$ cat src/rtl/uart_score_loader.sv
// Framed score loader: parses A5/N/records/CHK from uart_recv into a score RAM and answers ACK/NAK.
// Optional inter-byte timeout is compiled in when LOADER_TIMEOUT_EN is defined.
module uart_score_loader #(
    parameter int unsigned DEPTH       = 128,
    parameter int unsigned ADDR_W      = 7,
    parameter int unsigned NOTE_W      = 5,
    parameter int unsigned TIME_W      = 16,
    parameter int unsigned TIMEOUT_CYC = 12_000_000
) (
    input  logic              sys_clk,
    input  logic              sys_rst_n,
    input  logic              rx_done,
    input  logic [7:0]        rx_data,
    input  logic              tx_busy,
    output logic              tx_en,
    output logic [7:0]        tx_data,
    input  logic [ADDR_W-1:0] rd_addr,
    output logic [NOTE_W-1:0] rd_note,
    output logic [TIME_W-1:0] rd_time,
    output logic [7:0]        score_len,
    output logic              score_valid,
    output logic              load_busy,
    output logic [2:0]        err_code
);
    localparam int unsigned IDX_W = ADDR_W + 1;
    localparam int unsigned REC_W = NOTE_W + TIME_W;
    localparam logic [7:0]  SOF   = 8'hA5;
    localparam logic [7:0]  ACK   = 8'h06;
    localparam logic [7:0]  NAK   = 8'h15;

    if (DEPTH < 1 || DEPTH > 255 || (1 << ADDR_W) < DEPTH || TIMEOUT_CYC < 1) begin : g_bad_param
        $error("uart_score_loader: illegal parameter set");
    end

    typedef enum logic [2:0] {S_IDLE, S_LEN, S_NOTE, S_THI, S_TLO, S_CHK, S_RESP} state_t;

    state_t              state_q, state_d;
    logic                rx_done_q;
    logic                byte_acc;
    logic [7:0]          len_q, len_d;
    logic [IDX_W-1:0]    idx_q, idx_d;
    logic [NOTE_W-1:0]   note_q, note_d;
    logic [7:0]          thi_q, thi_d;
    logic [7:0]          xor_q, xor_d;
    logic                tx_en_d;
    logic [7:0]          tx_data_d;
    logic [7:0]          score_len_d;
    logic                score_valid_d;
    logic [2:0]          err_d;
    logic                we_c;
    logic [REC_W-1:0]    mem [DEPTH];

    assign byte_acc = rx_done & ~rx_done_q;

`ifdef LOADER_TIMEOUT_EN
    localparam int unsigned TO_W = $clog2(TIMEOUT_CYC + 1);
    logic [TO_W-1:0] to_cnt;
    logic            timeout_c;

    // Counts idle cycles between accepted bytes while a frame is open.
    always_ff @(posedge sys_clk or negedge sys_rst_n) begin
        if (!sys_rst_n) begin
            to_cnt <= '0;
        end else if (byte_acc || state_q == S_IDLE || state_q == S_RESP) begin
            to_cnt <= '0;
        end else begin
            to_cnt <= to_cnt + TO_W'(1);
        end
    end

    assign timeout_c = (state_q inside {S_LEN, S_NOTE, S_THI, S_TLO, S_CHK}) &&
                       (to_cnt == TO_W'(TIMEOUT_CYC - 1));
`endif

    always_ff @(posedge sys_clk or negedge sys_rst_n) begin
        if (!sys_rst_n) state_q <= S_IDLE;
        else            state_q <= state_d;
    end

    always_comb begin
        state_d       = state_q;
        len_d         = len_q;
        idx_d         = idx_q;
        note_d        = note_q;
        thi_d         = thi_q;
        xor_d         = xor_q;
        tx_en_d       = 1'b0;
        tx_data_d     = tx_data;
        score_len_d   = score_len;
        score_valid_d = score_valid;
        err_d         = err_code;
        we_c          = 1'b0;
        case (state_q)
            S_IDLE: if (byte_acc && rx_data == SOF) begin
                state_d       = S_LEN;
                score_valid_d = 1'b0;
                err_d         = 3'd0;
                xor_d         = 8'h00;
                idx_d         = '0;
            end
            S_LEN: if (byte_acc) begin
                if (rx_data == 8'h00 || 32'(rx_data) > DEPTH) begin
                    state_d   = S_RESP;
                    tx_data_d = NAK;
                    err_d     = 3'd1;
                end else begin
                    len_d   = rx_data;
                    xor_d   = xor_q ^ rx_data;
                    state_d = S_NOTE;
                end
            end
            S_NOTE: if (byte_acc) begin
                xor_d = xor_q ^ rx_data;
                if (32'(rx_data) >= (32'd1 << NOTE_W)) begin
                    state_d   = S_RESP;
                    tx_data_d = NAK;
                    err_d     = 3'd2;
                end else begin
                    note_d  = NOTE_W'(rx_data);
                    state_d = S_THI;
                end
            end
            S_THI: if (byte_acc) begin
                xor_d   = xor_q ^ rx_data;
                thi_d   = rx_data;
                state_d = S_TLO;
            end
            S_TLO: if (byte_acc) begin
                xor_d   = xor_q ^ rx_data;
                we_c    = 1'b1;
                idx_d   = idx_q + IDX_W'(1);
                state_d = (32'(idx_q) + 32'd1 == 32'(len_q)) ? S_CHK : S_NOTE;
            end
            S_CHK: if (byte_acc) begin
                xor_d   = xor_q ^ rx_data;
                state_d = S_RESP;
                if (rx_data == xor_q) begin
                    score_len_d   = len_q;
                    score_valid_d = 1'b1;
                    tx_data_d     = ACK;
                end else begin
                    tx_data_d = NAK;
                    err_d     = 3'd3;
                end
            end
            S_RESP: if (!tx_busy) begin
                tx_en_d = 1'b1;
                state_d = S_IDLE;
            end
            default: state_d = S_IDLE;
        endcase
`ifdef LOADER_TIMEOUT_EN
        // A byte accepted on the expiring edge takes priority.
        if (timeout_c && !byte_acc) begin
            state_d   = S_RESP;
            tx_data_d = NAK;
            err_d     = 3'd4;
        end
`endif
    end

    always_ff @(posedge sys_clk or negedge sys_rst_n) begin
        if (!sys_rst_n) begin
            rx_done_q   <= 1'b0;
            len_q       <= 8'h00;
            idx_q       <= '0;
            note_q      <= '0;
            thi_q       <= 8'h00;
            xor_q       <= 8'h00;
            tx_en       <= 1'b0;
            tx_data     <= 8'h00;
            score_len   <= 8'h00;
            score_valid <= 1'b0;
            err_code    <= 3'd0;
            load_busy   <= 1'b0;
        end else begin
            rx_done_q   <= rx_done;
            len_q       <= len_d;
            idx_q       <= idx_d;
            note_q      <= note_d;
            thi_q       <= thi_d;
            xor_q       <= xor_d;
            tx_en       <= tx_en_d;
            tx_data     <= tx_data_d;
            score_len   <= score_len_d;
            score_valid <= score_valid_d;
            err_code    <= err_d;
            load_busy   <= (state_d != S_IDLE);
        end
    end

    // Score RAM: written in place, contents survive reset.
    always_ff @(posedge sys_clk) begin
        if (we_c) mem[idx_q[ADDR_W-1:0]] <= REC_W'({note_q, TIME_W'({thi_q, rx_data})});
    end

    always_ff @(posedge sys_clk or negedge sys_rst_n) begin
        if (!sys_rst_n) begin
            rd_note <= '0;
            rd_time <= '0;
        end else begin
            {rd_note, rd_time} <= mem[rd_addr];
        end
    end

endmodule
$ cat config.mk
export PLATFORM = sky130hd
export DESIGN_NAME = uart_score_loader
export DESIGN_NICKNAME = d
export VERILOG_FILES = /design/src/rtl/uart_score_loader.sv
export SDC_FILE = /design/constraint.sdc
export NUM_CORES = 2
export LEC_CHECK = 0
export ABC_AREA = 1
export BUFFER_PORTS_ARGS = -buffer_cell sky130_fd_sc_hd__buf_2
export CAP_MARGIN = 20
export CELL_PAD_IN_SITES_DETAIL_PLACEMENT = 1
export CELL_PAD_IN_SITES_GLOBAL_PLACEMENT = 2
export CORE_AREA = 5 5 570 572
export CTS_BUF_LIST = sky130_fd_sc_hd__clkbuf_2
export CTS_CLUSTER_SIZE = 14
export DETAILED_ROUTE_END_ITERATION = 7
export DIE_AREA = 0 0 575 577
export GPL_ROUTABILITY_DRIVEN = 0
export GPL_TIMING_DRIVEN = 1
export PLACE_DENSITY = 0.65
export SLEW_MARGIN = 20
export SYNTH_ARGS = -nofsm -noshare
export SYNTH_HDL_FRONTEND = slang
export SYNTH_SLANG_ARGS = --single-unit
$ cat constraint.sdc
create_clock -name sys_clk -period 2.5 [get_ports sys_clk]
set_input_delay 0.5 -clock sys_clk [delete_from_list [all_inputs] [get_ports sys_clk]]
set_output_delay 0.5 -clock sys_clk [all_outputs]
set_load 0.005 [all_outputs]
==> impl_metrics.xml <==
<?xml version="1.0" encoding="UTF-8"?>
<metrics>
  <group name="job">
    <metric name="drv_cap" unit="">0</metric>
  </group>
  <group name="synthesis">
    <metric name="yosys_register_bits" unit="">2766</metric>
    <metric name="synth_edf_count" unit="">2688</metric>
    <metric name="ys_top_cells_by_count" unit="">sky130_fd_sc_hd__nand2_1 (2822), sky130_fd_sc_hd__edfxtp_1 (2688), sky130_fd_sc_hd__nand3_1 (2672)</metric>
    <metric name="post-synth-top-area-cell" unit="">sky130_fd_sc_hd__edfxtp_1</metric>
    <metric name="library_cell_with_the_highest_instance_count_after_synthesis" unit="">sky130_fd_sc_hd__nand2_1</metric>
    <metric name="synth_cell_types" unit="">38</metric>
    <metric name="post_synth_inst_count" unit="">9201</metric>
    <metric name="ys.flop_type" unit="">sky130_fd_sc_hd__edfxtp_1</metric>
    <metric name="syn_avg_cell_area" unit="um2">12.1</metric>
    <metric name="netlist_top_cells_area" unit="">sky130_fd_sc_hd__edfxtp_1 (73%), sky130_fd_sc_hd__nand3_1 (12%), sky130_fd_sc_hd__nand2_1 (9.5%)</metric>
    <metric name="async_flop_share" unit="%">2.82</metric>
    <metric name="syn-cell-area" unit="um2">111000</metric>
    <metric name="synth_seq_area_share" unit="%">74.4</metric>
    <metric name="fraction_of_synthesized_cell_area_taken_by_the_top_area_cell_type" unit="%">72.7</metric>
    <metric name="synthesis.yosys.warnings" unit="">0</metric>
  </group>
  <group name="worst_setup_path">
    <metric name="worstPathArrival" unit="ps">2880</metric>
    <metric name="critical_path_buf_inv_count" unit="">1</metric>
    <metric name="timing.critical_path.cells" unit="">buf_6</metric>
    <metric name="worst_path_max_delay_cell" unit="">sky130_fd_sc_hd__dfrtp_4</metric>
    <metric name="cp_top_family" unit="">flip-flops</metric>
    <metric name="biggest_cell_delay_along_the_critical_path" unit="ps">600</metric>
    <metric name="startpoint_type" unit="">flip-flop</metric>
    <metric name="setup.worst_path.end_class" unit="">output pin</metric>
    <metric name="start_to_end_type_of_the_worst_setup_path" unit="">reg2out</metric>
    <metric name="worst_ep_required_time" unit="ps">2000</metric>
    <metric name="worst-path-max-fanout" unit="">1</metric>
  </group>
  <group name="global_routing">
    <metric name="grt_pass1_wl" unit="um">579000</metric>
    <metric name="number_of_antenna_violations_at_the_first_check_in_global_routing" unit="">25</metric>
    <metric name="grt_remaining_overflow" unit="">0</metric>
    <metric name="grt_pass1_vias" unit="">82100</metric>
    <metric name="groute.usage.overall" unit="%">23.8</metric>
    <metric name="grt_max_degree" unit="">121</metric>
  </group>
  <group name="timing">
    <metric name="timing_worst_slew_pin_value" unit="ps">970</metric>
    <metric name="fin_tns_setup" unit="ps">-27370</metric>
    <metric name="final_period_util" unit="%">135</metric>
    <metric name="final-setup-viol-count" unit="">41</metric>
    <metric name="fin_skew" unit="ps">151</metric>
    <metric name="fmax" unit="GHz">0.296</metric>
    <metric name="finalCriticalPeriod" unit="ps">3380</metric>
    <metric name="timing.max_slew.rel_slack" unit="%">35.4</metric>
    <metric name="rsz_0062_raised_after_global_routing" unit="">true</metric>
    <metric name="setup_ws" unit="ps">-878</metric>
    <metric name="final_hold_viol_count" unit="">0</metric>
    <metric name="timing_max_transition_violations_final" unit="">0</metric>
  </group>
  <group name="final_layout">
    <metric name="share_of_post_route_cells_with_drive_strength_above_1" unit="%">20.7</metric>
    <metric name="filler_cell_count" unit="">34300</metric>
    <metric name="final_nets" unit="">10300</metric>
    <metric name="syn_to_final_growth" unit="%">18.7</metric>
    <metric name="finish.cell_count_without_fillers" unit="">15000</metric>
  </group>
  <group name="clock_tree">
    <metric name="clk_pin_slew_worst_paths" unit="ps">100</metric>
    <metric name="cts.root.buffer_cell" unit="">sky130_fd_sc_hd__clkbuf_2</metric>
    <metric name="clock_sink_count" unit="">2766</metric>
    <metric name="clkLatencyLatePin" unit="ps">2210</metric>
    <metric name="cts-buffers-inserted" unit="">731</metric>
    <metric name="cts_htree_levels" unit="">6</metric>
    <metric name="ctsLongestPathBuffers" unit="">4</metric>
    <metric name="tritoncts" unit="">built</metric>
  </group>
  <group name="floorplanning">
    <metric name="chipWidth" unit="um">575</metric>
    <metric name="area_of_the_placeable_core" unit="um2">320000</metric>
    <metric name="rows" unit="">208</metric>
    <metric name="floorplan.initialDensity" unit="%">34.7</metric>
    <metric name="die_area" unit="um2">332000</metric>
    <metric name="chipHeight" unit="um">577</metric>
    <metric name="ioPinCount" unit="">62</metric>
  </group>
  <group name="routing">
    <metric name="detailedRoute.firstPassIterationCount" unit="">5</metric>
    <metric name="num_vias" unit="">79700</metric>
    <metric name="avgRoutedWirePerCell" unit="um">26.9</metric>
    <metric name="drc_errors" unit="">0</metric>
    <metric name="final_antenna_net_count" unit="">0</metric>
    <metric name="starting_drt_drc_count" unit="">6875</metric>
    <metric name="route.detailed.vias_per_inst" unit="">5.31</metric>
    <metric name="drt_wl_total" unit="um">405000</metric>
  </group>
  <group name="pwr">
    <metric name="clock_power_share" unit="%">31.3</metric>
    <metric name="static_leakage" unit="nW">48.5</metric>
    <metric name="p_sw" unit="mW">31.0</metric>
    <metric name="seqPwrFrac" unit="%">55.5</metric>
    <metric name="power.density_cell_area" unit="nW/um2">777</metric>
    <metric name="peakVddDrop" unit="mV">0.784</metric>
    <metric name="internal_power" unit="mW">71.4</metric>
    <metric name="comb_power_share" unit="%">13.1</metric>
    <metric name="switching_share" unit="%">30.2</metric>
    <metric name="power.total" unit="mW">102</metric>
  </group>
  <group name="placement">
    <metric name="dp_hpwl" unit="um">249000</metric>
    <metric name="place_inst" unit="">13600</metric>
    <metric name="portBuffers" unit="">56</metric>
  </group>
  <group name="run_status">
    <metric name="status" unit="">finished, violations left</metric>
    <metric name="failing_checks" unit="">setup timing</metric>
  </group>
  <group name="hold_path">
    <metric name="hold_path_class" unit="">in2reg</metric>
  </group>
</metrics>
## cell families (layout without fill, tap and decap cells)
group / count (synthesis) / after routing / share of synthesized area [%]
buf+inv: 673 / 2259 / 2.74
other cells: 1 / 29 / 0.00338
simple gates: 5692 / 5692 / 22.4
xor+xnor: 8 / 8 / 0.0631
fa+ha+maj: 1 / 1 / 0.0113
compound gates: 60 / 60 / 0.323
flops: 2766 / 2766 / 74.4
## cell usage in the layout (no fill, tap or decap), drive strengths merged, types with 7 or more instances in the layout
cell type / n
edfxtp: 2688
buf: 870
nor2: 175
nand2: 2824
nand4: 7
clkbuf: 1112
clkinv: 117
o21ai: 36
dfrtp: 78
diode: 24
inv: 81
a21oi: 14
nand3: 2675
bufinv: 10
clkinvlp: 14
dlygate4sd3: 55
## state kept, by name (all words and copies together), names as in the netlist
| signal | cells |
|---|---|
| len_q | 8 |
| idx_q | 8 |
| score_len | 8 |
| state_q | 3 |
| thi_q | 8 |
| xor_q | 8 |
| err_code | 2 |
| load_busy | 1 |
| rx_done_q | 1 |
| mem | 2688 |
| tx_en | 1 |
| note_q | 5 |
| rd_time | 16 |
| score_valid | 1 |
| tx_data | 3 |
| rd_note | 5 |
## worst paths after layout
path	to	slack, ps	cells after the start	start
hold / removal	rd_time[8]	170	12	rd_addr[0]
min in group asynchronous	thi_q[6]	540	6	sys_rst_n
setup reg to reg	mem[30][9]	0	11	state_q[2]
hold reg to reg	tx_data[2]	480	1	tx_data[2]
max in group asynchronous	rd_time[12]	1320	7	sys_rst_n
setup / recovery	rd_note[0]	-880	1	rd_note[0]
## layer usage
layer,vias up,global-route usage (%),part of all wire [%]
li1,35400,-,-
met1,41100,32.3,43
met2,2581,39.0,48
met3,642,3.59,5.7
met4,12,8.24,3.4
met5,-,0,0.023
## repair_timing
action / CTS / global route
setup endpoints to repair: 38 / 63
endpoints found under the hold margin: 3868 / 1
resized for setup: 48 / 5
buffers inserted: 2 / 10
hold buffers: 61 / 1
pin swaps: 0 / 4
gates cloned: 0 / 4
## final cells by class
cell class / count / area [um2] / area share [%]
tap: 4200 / 5260 / 3.99
antenna: 24 / 60.1 / 0.0456
sequential: 2766 / 82700 / 62.8
timing repair buffer: 930 / 11300 / 8.59
clock inverter: 160 / 983 / 0.746
inverter: 62 / 264 / 0.200
clock buffer: 1107 / 5540 / 4.20
multi-input combinational: 5766 / 25700 / 19.5
## through the flow
step | hold WS, ps | util, % | area [um2] | setup WS (ps)
2_1_floorplan | 204 | - | 111000 | -261
3_3_place_gp | 461 | 38.9 | 124000 | -572
3_5_place_dp | 466 | 38.9 | 124000 | -562
4_1_cts | 9.01 | 41.2 | 132000 | -1150
5_1_grt | -13.1 | 41.2 | 132000 | -1100
6_report | 171 | 41.3 | 132000 | -878
## power groups by stage
stage          combinational, mW  sequential (mW)  clock (mW)
6_report                    13.4             56.9        32.1
5_1_grt                     14.4             56.9        35.8
4_1_cts                     13.6             56.9        33.3
3_5_place_dp                13.4             57.9           0
3_3_place_gp                13.1             57.9           0
2_1_floorplan               3.77             58.8           0
Power figures use the tool's default switching activity.
